<file path="src/rtl/alarm_snooze_ctrl_if.sv">
// alarm_snooze_ctrl_if: user-side signals of the alarm annunciator
//   master: drives arm, match, snooze_n, stop_n; observes the annunciator outputs
//   slave : the annunciator itself
interface alarm_snooze_ctrl_if #(
    parameter int CW = 10
);
    logic          arm;
    logic          match;
    logic          snooze_n;
    logic          stop_n;
    logic          ring;
    logic          ringing;
    logic          snoozing;
    logic [1:0]    snooze_cnt;
    logic [CW-1:0] remaining;
    logic          missed;

    modport master (
        output arm, match, snooze_n, stop_n,
        input  ring, ringing, snoozing, snooze_cnt, remaining, missed
    );

    modport slave (
        input  arm, match, snooze_n, stop_n,
        output ring, ringing, snoozing, snooze_cnt, remaining, missed
    );
endinterface

</file>
<file path="src/rtl/alarm_snooze_ctrl.sv">
// alarm_snooze_ctrl: alarm annunciator with 1 Hz blink, bounded snooze, stop, auto-timeout and missed flag
//   CLK_2Hz : 2 Hz tick clock
//   reset   : asynchronous active-high reset
//   bus     : arm/match/buttons in; ring, ringing, snoozing, snooze_cnt, remaining, missed out
module alarm_snooze_ctrl #(
    parameter int RING_TICKS   = 120,
    parameter int SNOOZE_TICKS = 600,
    parameter int MAX_SNOOZES  = 3,
    parameter int CW           = 10
) (
    input  logic                CLK_2Hz,
    input  logic                reset,
    alarm_snooze_ctrl_if.slave  bus
);
    typedef enum logic [1:0] {
        IDLE     = 2'b00,
        RINGING  = 2'b01,
        SNOOZE   = 2'b10,
        WAIT_CLR = 2'b11
    } state_t;

    localparam logic [CW-1:0] RING_LD   = CW'(RING_TICKS - 1);
    localparam logic [CW-1:0] SNOOZE_LD = CW'(SNOOZE_TICKS - 1);
    localparam logic [1:0]    MAX_CNT   = 2'(MAX_SNOOZES);

    state_t        state_q, state_d;
    logic [2:0]    snz_sync_q, snz_sync_d;
    logic [2:0]    stp_sync_q, stp_sync_d;
    logic          match_q, match_d;
    logic [CW-1:0] timer_q, timer_d;
    logic [1:0]    cnt_q, cnt_d;
    logic          ring_q, ring_d;
    logic          ringing_q, ringing_d;
    logic          snoozing_q, snoozing_d;
    logic          missed_q, missed_d;
    logic          snooze_press, stop_press, match_rise;

    always_comb begin
        // two sync stages, third stage holds the previous synced value for edge detect
        snz_sync_d   = {snz_sync_q[1:0], bus.snooze_n};
        stp_sync_d   = {stp_sync_q[1:0], bus.stop_n};
        snooze_press = snz_sync_q[2] & ~snz_sync_q[1];
        stop_press   = stp_sync_q[2] & ~stp_sync_q[1];
        match_d      = bus.match;
        match_rise   = bus.match & ~match_q;
        state_d      = state_q;
        timer_d      = timer_q;
        cnt_d        = cnt_q;
        ring_d       = 1'b0;
        missed_d     = stop_press ? 1'b0 : missed_q;
        case (state_q)
            IDLE: begin
                if (bus.arm && match_rise) begin
                    state_d = RINGING;
                    timer_d = RING_LD;
                    cnt_d   = '0;
                    ring_d  = 1'b1;
                end
            end
            RINGING: begin
                if (!bus.arm || stop_press) begin
                    state_d = WAIT_CLR;
                    timer_d = '0;
                end else if (snooze_press && cnt_q < MAX_CNT) begin
                    state_d = SNOOZE;
                    timer_d = SNOOZE_LD;
                    cnt_d   = cnt_q + 2'd1;
                end else if (timer_q == '0) begin
                    state_d  = WAIT_CLR;
                    missed_d = 1'b1;
                end else begin
                    timer_d = timer_q - CW'(1);
                    ring_d  = ~ring_q;
                end
            end
            SNOOZE: begin
                if (!bus.arm || stop_press) begin
                    state_d = WAIT_CLR;
                    timer_d = '0;
                end else if (timer_q == '0) begin
                    state_d = RINGING;
                    timer_d = RING_LD;
                    ring_d  = 1'b1;
                end else begin
                    timer_d = timer_q - CW'(1);
                end
            end
            WAIT_CLR: begin
                // hold off re-trigger until the matching second has passed
                if (!bus.match) state_d = IDLE;
            end
        endcase
        ringing_d  = state_d == RINGING;
        snoozing_d = state_d == SNOOZE;
    end

    always_ff @(posedge CLK_2Hz or posedge reset) begin
        if (reset) begin
            state_q    <= IDLE;
            snz_sync_q <= '1;
            stp_sync_q <= '1;
            match_q    <= 1'b0;
            timer_q    <= '0;
            cnt_q      <= '0;
            ring_q     <= 1'b0;
            ringing_q  <= 1'b0;
            snoozing_q <= 1'b0;
            missed_q   <= 1'b0;
        end else begin
            state_q    <= state_d;
            snz_sync_q <= snz_sync_d;
            stp_sync_q <= stp_sync_d;
            match_q    <= match_d;
            timer_q    <= timer_d;
            cnt_q      <= cnt_d;
            ring_q     <= ring_d;
            ringing_q  <= ringing_d;
            snoozing_q <= snoozing_d;
            missed_q   <= missed_d;
        end
    end

    assign bus.ring       = ring_q;
    assign bus.ringing    = ringing_q;
    assign bus.snoozing   = snoozing_q;
    assign bus.snooze_cnt = cnt_q;
    assign bus.remaining  = timer_q;
    assign bus.missed     = missed_q;
endmodule

</file>
<file path="src/flat_wrapper.sv">
// flat-port wrapper written by rule: the top's interface ports become plain ports
module alarm_snooze_ctrl_flat 
#(
    parameter int RING_TICKS   = 120,
    parameter int SNOOZE_TICKS = 600,
    parameter int MAX_SNOOZES  = 3,
    parameter int CW           = 10
)
  (CLK_2Hz, reset, bus_arm, bus_match, bus_snooze_n, bus_stop_n, bus_ring, bus_ringing, bus_snoozing, bus_snooze_cnt, bus_remaining, bus_missed);
  alarm_snooze_ctrl_if #(.CW(CW)) bus_i ();
  input  logic CLK_2Hz;
  input  logic reset;
  input wire logic [$bits(bus_i.arm)-1:0] bus_arm;
  input wire logic [$bits(bus_i.match)-1:0] bus_match;
  input wire logic [$bits(bus_i.snooze_n)-1:0] bus_snooze_n;
  input wire logic [$bits(bus_i.stop_n)-1:0] bus_stop_n;
  output wire logic [$bits(bus_i.ring)-1:0] bus_ring;
  output wire logic [$bits(bus_i.ringing)-1:0] bus_ringing;
  output wire logic [$bits(bus_i.snoozing)-1:0] bus_snoozing;
  output wire logic [$bits(bus_i.snooze_cnt)-1:0] bus_snooze_cnt;
  output wire logic [$bits(bus_i.remaining)-1:0] bus_remaining;
  output wire logic [$bits(bus_i.missed)-1:0] bus_missed;
  assign bus_i.arm = bus_arm;
  assign bus_i.match = bus_match;
  assign bus_i.snooze_n = bus_snooze_n;
  assign bus_i.stop_n = bus_stop_n;
  assign bus_ring = bus_i.ring;
  assign bus_ringing = bus_i.ringing;
  assign bus_snoozing = bus_i.snoozing;
  assign bus_snooze_cnt = bus_i.snooze_cnt;
  assign bus_remaining = bus_i.remaining;
  assign bus_missed = bus_i.missed;
  alarm_snooze_ctrl #(.RING_TICKS(RING_TICKS), .SNOOZE_TICKS(SNOOZE_TICKS), .MAX_SNOOZES(MAX_SNOOZES), .CW(CW)) u_core (.CLK_2Hz(CLK_2Hz), .reset(reset), .bus(bus_i));
endmodule
</file>
<file path="config.mk">
export PLATFORM = sky130hd
export DESIGN_NAME = alarm_snooze_ctrl_flat
export DESIGN_NICKNAME = d
export VERILOG_FILES = /design/src/rtl/alarm_snooze_ctrl_if.sv /design/src/rtl/alarm_snooze_ctrl.sv /design/src/flat_wrapper.sv
export SDC_FILE = /design/constraint.sdc
export NUM_CORES = 1
export LEC_CHECK = 0
export CAP_MARGIN = 20
export CORE_MARGIN = 2
export CORE_UTILIZATION = 55
export CTS_CLUSTER_DIAMETER = 40
export CTS_CLUSTER_SIZE = 30
export DETAILED_ROUTE_END_ITERATION = 16
export PLACE_DENSITY = 0.86
export SLEW_MARGIN = 10
export SYNTH_ARGS = -nofsm -noshare
export SYNTH_HDL_FRONTEND = slang
export SYNTH_SLANG_ARGS = --single-unit
export TNS_END_PERCENT = 100
</file>
<file path="constraint.sdc">
create_clock -name CLK_2Hz -period 4.1 [get_ports CLK_2Hz]
set_input_delay 0.82 -clock CLK_2Hz [delete_from_list [all_inputs] [get_ports CLK_2Hz]]
set_output_delay 0.82 -clock CLK_2Hz [all_outputs]
set_load 0.02 [all_outputs]
</file>
==> results of run 1 <==
-- registers in the layout, summed over array words and instances (netlist names) --
signal / cells
u_core.match_q: 1
u_core.snz_sync_q: 3
u_core.bus.ring: 1
u_core.bus.missed: 1
u_core.bus.snooze_cnt: 2
u_core.bus.remaining: 10
u_core.bus.ringing: 1
u_core.stp_sync_q: 3
u_core.state_q: 2
u_core.bus.snoozing: 1
-- worst min path at each step --
stage,startpoint,endpoint,depth (start not counted)
6_report,u_core.snz_sync_q[0]$_DFF_PP1_,u_core.snz_sync_q[1]$_DFF_PP1_,0
5_1_grt,u_core.snz_sync_q[0]$_DFF_PP1_,u_core.snz_sync_q[1]$_DFF_PP1_,0
4_1_cts,u_core.snz_sync_q[0]$_DFF_PP1_,u_core.snz_sync_q[1]$_DFF_PP1_,0
3_5_place_dp,u_core.snz_sync_q[0]$_DFF_PP1_,u_core.snz_sync_q[1]$_DFF_PP1_,0
3_3_place_gp,u_core.stp_sync_q[0]$_DFF_PP1_,u_core.stp_sync_q[1]$_DFF_PP1_,0
2_1_floorplan,u_core.snz_sync_q[0]$_DFF_PP1_,u_core.snz_sync_q[1]$_DFF_PP1_,0
-- cell usage in the layout, fill, tap and decap left out, types with 3 or more instances in the layout --
cell / count
dfrtp_1: 19
ha_1: 8
o21ai_0: 10
clkbuf_4: 3
o211ai_1: 6
nor2_1: 8
a21oi_1: 7
nand3_1: 4
nor3_1: 6
or3_1: 4
dfstp_2: 6
nand2_1: 13
inv_1: 10
a31oi_1: 4
clkdlybuf4s50_1: 21
-- report_power, final --
group / leakage, uW / internal (uW) / switching, uW
clock: 0.0000150 / 38.1 / 73.0
sequential: 0.000304 / 320 / 81.5
combinational: 0.000384 / 311 / 415
-- metal layers --
layer	GRT usage (%)	part of all wire [%]	vias to the layer above
li1	-	-	591
met1	29.6	42	619
met2	37.2	49	62
met3	3.75	6.4	9
met4	9.41	2.0	0
met5	0	0	-
-- cell type report --
type | count | area share, %
sequential | 25 | 37.3
timing repair buffer | 21 | 12.4
tap | 30 | 2.21
inverter | 10 | 2.21
multi-input combinational | 107 | 44.3
clock buffer | 4 | 1.55
-- cell families (layout without fill, tap and decap cells) --
logic type,Yosys count,in the layout,synth area share [%]
AND/OR/NAND/NOR,49,49,19.2
AO/OA/AOI/OAI,50,50,25.9
adder cells (fa/ha/maj),8,8,6.92
flip-flops,25,25,43.8
buffers and inverters,13,35,4.24
-- worst reg2reg max path, cell delays in order, from the launching register on --
cell and delay [ns]:
dfrtp_1 0.43, ha_1 0.22, nor3b_2 0.35, nand4_1 0.46, o211a_1 0.34, o211ai_1 0.10
a21boi_0 0.22
-- per-stage QoR --
stage / std cells / util, % / hold slack [ns] / total power (uW)
after CTS: 197 / 68.5 / 0.366 / 1240
after detailed placement: 193 / 67.4 / 0.348 / 1120
after global placement: 193 / 67.4 / 0.346 / 1090
after global routing: 197 / 68.5 / 0.372 / 1340
final: 197 / 68.5 / 0.366 / 1240
after floorplan: 145 / - / 0.345 / 894
==> out/metrics.yaml, run 1 <==
synthesis:
  ys_types: 47
  synth_most_common_cell: "dfrtp_1"
  ys_seq_area_share_pct: 43.8
  synth_area_leader_cell: "dfrtp_1"
  async_reset_ff_share_pct: 100
  synth_edf_count: 0
  yosysWarnings: 0
  synth-seq-cells: 25
  ys_top_cells_by_count: "dfrtp_1, nand2_1, inv_1, o21ai_0"
  ys_top_cells_by_area: "dfrtp_1, dfstp_2, ha_1"
  synthesis.area_mm2: 0.00145
  syn_inst: 145
  ys.flop_type: "dfrtp_1"
  synth.top_cell.area_share_pct: 32.9
  postSynthAreaPerCell_um2: 9.98
  syn_nets: 159
critical_path:
  cpMaxStageDelayCell: "clkdlybuf4s50_1"
  cp_num_buf_inv: 1
  cp.depth: 6
  path_delay_family: "compound AO/OA/AOI/OAI gates"
  ff2ff_setup_slack_ns: 1.90
  crit_type: "primary input to flip-flop"
  worst_r2r_startpoint: "u_core.bus.snooze_cnt[0]$_DFFE_PP0P_"
  cp-end-kind: "flip-flop"
  cp-endpoint: "u_core.bus.remaining[6]$_DFFE_PP0P_"
  r2r_end: "u_core.bus.remaining[0]$_DFFE_PP0P_"
  crit_fanout: 9
  max_stage_delay_ns: 0.63
  timing.critical_path.from: "bus_arm"
  critPathArrivalTime_ns: 2.70
  crit_chain: "clkdlybuf4s50_1 > nand3b_2 > and2_2 > a211oi_4 > o21ai_1 > a22o_1"
  crit_path_start_kind: "primary input"
  rr_worst_depth: 6
  required_ns: 4.32
clock_tree:
  cts_max_path_buffers: 2
  clkSinkCount: 25
  tritoncts: "done"
  post_cts.repair.setup_buffers: 0
  holdBufCountCts: 0
  path_clk_slew_ns: 0.13
  numCtsBuffers: 3
  postCtsResizedCells: 0
  h-tree-depth: 1
  clk_latency_ns: 0.32
  root_buffer: "clkbuf_4"
timing:
  finalHoldViolCount: 0
  drv_slew: 0
  setup_violations: 0
  period_minus_slack_ns: 2.47
  finalSetupTns_ns: 0
  fin_skew_ns: 0.00334
  timing.final.ws_setup_ns: 1.63
  fmax_mhz: 404
  tightest_slew_ns: 0.927
  post-route-period-util_pct: 60.3
  rsz0062_at_grt: "no"
  maxSlewHeadroom_pct: 38.2
floorplan:
  core-area_mm2: 0.00248
  start_util_pct: 58.4
  die-area_mm2: 0.00306
  dieWidth_um: 55.3
  fp.dieH_um: 55.3
  rows: 18
  pin_count: 22
worst_hold_path:
  hold_path_class: "flip-flop to flip-flop"
place:
  port_buffers: 21
  gp_congestion: 0.907
  hpwl_um: 2410
  dpl_worst_slack_ns: 1.32
  placed_cell_area_mm2: 0.00167
final_layout:
  multiInputGateArea_um2: 752
  seqCellArea_um2: 633
  drive_above_1_share_pct: 11.4
  insertedDiodeCount: 0
  syn_to_final_growth_pct: 17.3
  final_cell_area_mm2: 0.00170
  layout.nets: 182
  fillers: 197
detailed_routing:
  route.detailed.drc: 0
  drtIter0Drc: 49
  wire_per_inst_um: 16.5
  drt-vias-per-instance: 6.50
  finalWirelength_um: 3250
  vias: 1281
  dr.pass1.iters: 4
  antenna_left: 0
grt:
  grt_pass1_vias: 1224
  grt_pass1_wl_um: 5510
  antenna_found_initial: 0
  grt-ovfl-total: 0
  grt_start_max_net_pins: 26
  grt_use_total_pct: 22.6
outcome:
  status: "finished clean"
power_and_ir_drop:
  powerDensity_mw_per_mm2: 730
  ir_drop_mv: 0.472
  leakage_uw: 0.000704
run:
  max_cap_viol_count: 0
Power figures use the tool's default switching activity.
==> run 2: changes to the inputs <==
--- a/config.mk
+++ b/config.mk
@@ -7,11 +7,11 @@
 export LEC_CHECK = 0
 export CAP_MARGIN = 20
 export CORE_MARGIN = 2
-export CORE_UTILIZATION = 55
+export CORE_UTILIZATION = 53
 export CTS_CLUSTER_DIAMETER = 40
 export CTS_CLUSTER_SIZE = 30
 export DETAILED_ROUTE_END_ITERATION = 16
-export PLACE_DENSITY = 0.86
+export PLACE_DENSITY = 0.84
 export SLEW_MARGIN = 10
 export SYNTH_ARGS = -nofsm -noshare
 export SYNTH_HDL_FRONTEND = slang
==> constraint.sdc (replaced) <==
create_clock -name CLK_2Hz -period 2.45 [get_ports CLK_2Hz]
set_input_delay 0.49 -clock CLK_2Hz [delete_from_list [all_inputs] [get_ports CLK_2Hz]]
set_output_delay 0.49 -clock CLK_2Hz [all_outputs]
set_load 0.02 [all_outputs]
==> run 2 against run 1 <==
Net effect:
- cell area rose by 2.2%
- global-route usage rose by 1.0 points
- wire length rose by 5.4%
- largest cell class unchanged
- via count rose by 1.1%
- worst hold slack got worse by 0.00087 ns
- sequential share of layout area fell by 0.81 points
- non-clock buffer count rose by 5
- setup slack got worse by 1.3 ns
- first-iteration DRC count rose by 24%
- total power rose by 69%
- final cell count rose by 2.5%
==> out/metrics.yaml, run 2 (synthesis results as in run 1) <==
outcome:
  status: "finished clean"  # unchanged
timing:
  fmax_mhz: 463
  maxSlewHeadroom_pct: 62.7  # was 38.2%
  setup_violations: 0  # unchanged
  finalHoldViolCount: 0  # unchanged
  holdWs_ns: 0.365  # was 0.366 ns
  drv_slew: 0  # unchanged
  post-route-period-util_pct: 88.2
  finalSetupTns_ns: 0  # unchanged
  tightest_slew_ns: 0.553  # was 0.927 ns
  period_minus_slack_ns: 2.16
  fin_skew_ns: 0.0111  # was 0.00334 ns
  rsz0062_at_grt: "no"  # unchanged
detailed_routing:
  routed.top_layer: "met4"  # unchanged
  wire_per_inst_um: 17.0  # was 16.5 um
  wl_met1_um: 1450  # was 1370 um
  drt-vias-per-instance: 6.41  # was 6.50
  route.detailed.drc: 0  # unchanged
  wl_met2_um: 1710  # was 1600 um
  dr.pass1.iters: 4  # unchanged
  finalWirelength_um: 3430  # was 3250 um
  drtIter0Drc: 61  # was 49
  antenna_left: 0  # unchanged
  routed-wl-met3_um: 221  # was 208 um
  vias: 1295  # was 1281
critical_path:
  crit_fanout: 9  # unchanged
  cp-end-kind: "flip-flop"  # unchanged
  critPathArrivalTime_ns: 2.38  # was 2.70 ns
  required_ns: 2.67  # was 4.32 ns
  crit_path_start_kind: "flip-flop"  # was primary input
  crit_type: "flip-flop to flip-flop"  # was primary input to flip-flop
place:
  gp_congestion: 0.920  # was 0.907
  port_buffers: 21  # unchanged
  hpwl_um: 2590  # was 2410 um
  placed_cell_area_mm2: 0.00171  # was 0.00167 mm2
clock_tree:
  post_cts.repair.setup_buffers: 0  # unchanged
  clk_latency_ns: 0.32  # about the same
  holdBufCountCts: 0  # unchanged
  clkSinkCount: 25  # unchanged
  cts_max_path_buffers: 2  # unchanged
  path_clk_slew_ns: 0.14  # was 0.13 ns
  root_buffer: "clkbuf_4"  # unchanged
  numCtsBuffers: 3  # unchanged
  tritoncts: "done"  # unchanged
  h-tree-depth: 1  # unchanged
  postCtsResizedCells: 0  # unchanged
final_layout:
  largest_register_ffs: 10  # unchanged
  final_common_cell: "clkdlybuf4s50_1"  # unchanged
  final_cell_area_mm2: 0.00173  # was 0.00170 mm2
  drive_above_1_share_pct: 14.0  # was 11.4%
  insertedDiodeCount: 0  # unchanged
  layout.nets: 187  # was 182
  syn_to_final_growth_pct: 19.9  # was 17.3%
  layout_common_cells: "clkdlybuf4s50_1, dfrtp_1, nand2_1"  # unchanged
grt:
  antenna_found_initial: 0  # unchanged
  grt_start_max_net_pins: 26  # unchanged
  grt_pass1_wl_um: 5980  # was 5510 um
  grt_use_total_pct: 23.7  # was 22.6%
  grt-ovfl-total: 0  # unchanged
  grt_pass1_vias: 1295  # was 1224
power_and_ir_drop:
  leakage_uw: 0.000727  # was 0.000704 uW
  powerDensity_mw_per_mm2: 1210  # was 730 mW/mm2
  ir_drop_mv: 0.840  # was 0.472 mV
floorplan:
  die-area_mm2: 0.00316  # was 0.00306 mm2
  start_util_pct: 57.3  # was 58.4%
  fp.dieH_um: 56.2  # was 55.3 um
  core-area_mm2: 0.00252  # was 0.00248 mm2
  rows: 18  # unchanged
  dieWidth_um: 56.2  # was 55.3 um
  pin_count: 22  # unchanged
worst_hold_path:
  hold_path_class: "flip-flop to flip-flop"  # unchanged
run:
  max_cap_viol_count: 0  # unchanged
run 2: worst paths after layout:
path                                           startpoint                                   to  slack, ns  cells past startpoint
max                           u_core.state_q[1]$_DFF_PP0_  u_core.bus.remaining[4]$_DFFE_PP0P_       0.29                      7
min                        u_core.stp_sync_q[0]$_DFF_PP1_       u_core.stp_sync_q[1]$_DFF_PP1_       0.36                      0
max reg2reg                   u_core.state_q[1]$_DFF_PP0_  u_core.bus.remaining[4]$_DFFE_PP0P_       0.29                      7
min reg2reg                u_core.stp_sync_q[0]$_DFF_PP1_       u_core.stp_sync_q[1]$_DFF_PP1_       0.36                      0
max in group asynchronous                           reset       u_core.stp_sync_q[2]$_DFF_PP1_       1.65                      3
min in group asynchronous                           reset  u_core.bus.remaining[2]$_DFFE_PP0P_       0.50                      3
run 2: layer usage:
metal | track usage (%) | up-vias
met5 | 0 | -
met4 | 10.5 | 0
met3 | 3.95 | 7
met2 | 38.5 | 60
met1 | 30.9 | 632
li1 | - | 596
run 2: critical path: stages, from the launching register on:
cell     delay [ns]
dfrtp_1        0.50
inv_1          0.14
ha_1           0.28
nand2_1        0.13
nor3_1         0.05
buf_4          0.17
a211o_2        0.42
o32a_1         0.37
run 2: final cells by class:
| class | instances | area, um2 |
|---|---|---|
| Fill cell | 198 | 788 |
| Multi-Input combinational cell | 107 | 752 |
| Sequential cell | 25 | 633 |
| Timing Repair Buffer | 26 | 248 |
| Inverter | 10 | 37.5 |
| Tap cell | 30 | 37.5 |
| Clock buffer | 4 | 26.3 |
run 2: power by group:
group	total, uW	leakage [uW]	internal (uW)	switching, uW
clock network	184	0.0000150	63.8	120
registers	676	0.000304	536	141
logic	1240	0.000408	529	710
run 2: stage by stage:
step / utilization (%) / power [uW] / instances / setup slack (ns)
after global placement: 67.7 / 1840 / 198 / 0.224
after detailed placement: 67.7 / 1910 / 198 / 0.179
after CTS: 68.8 / 2100 / 202 / 0.303
after floorplan: - / 1500 / 145 / 0.415
after global routing: 68.8 / 2270 / 202 / 0.169
final: 68.8 / 2100 / 202 / 0.289
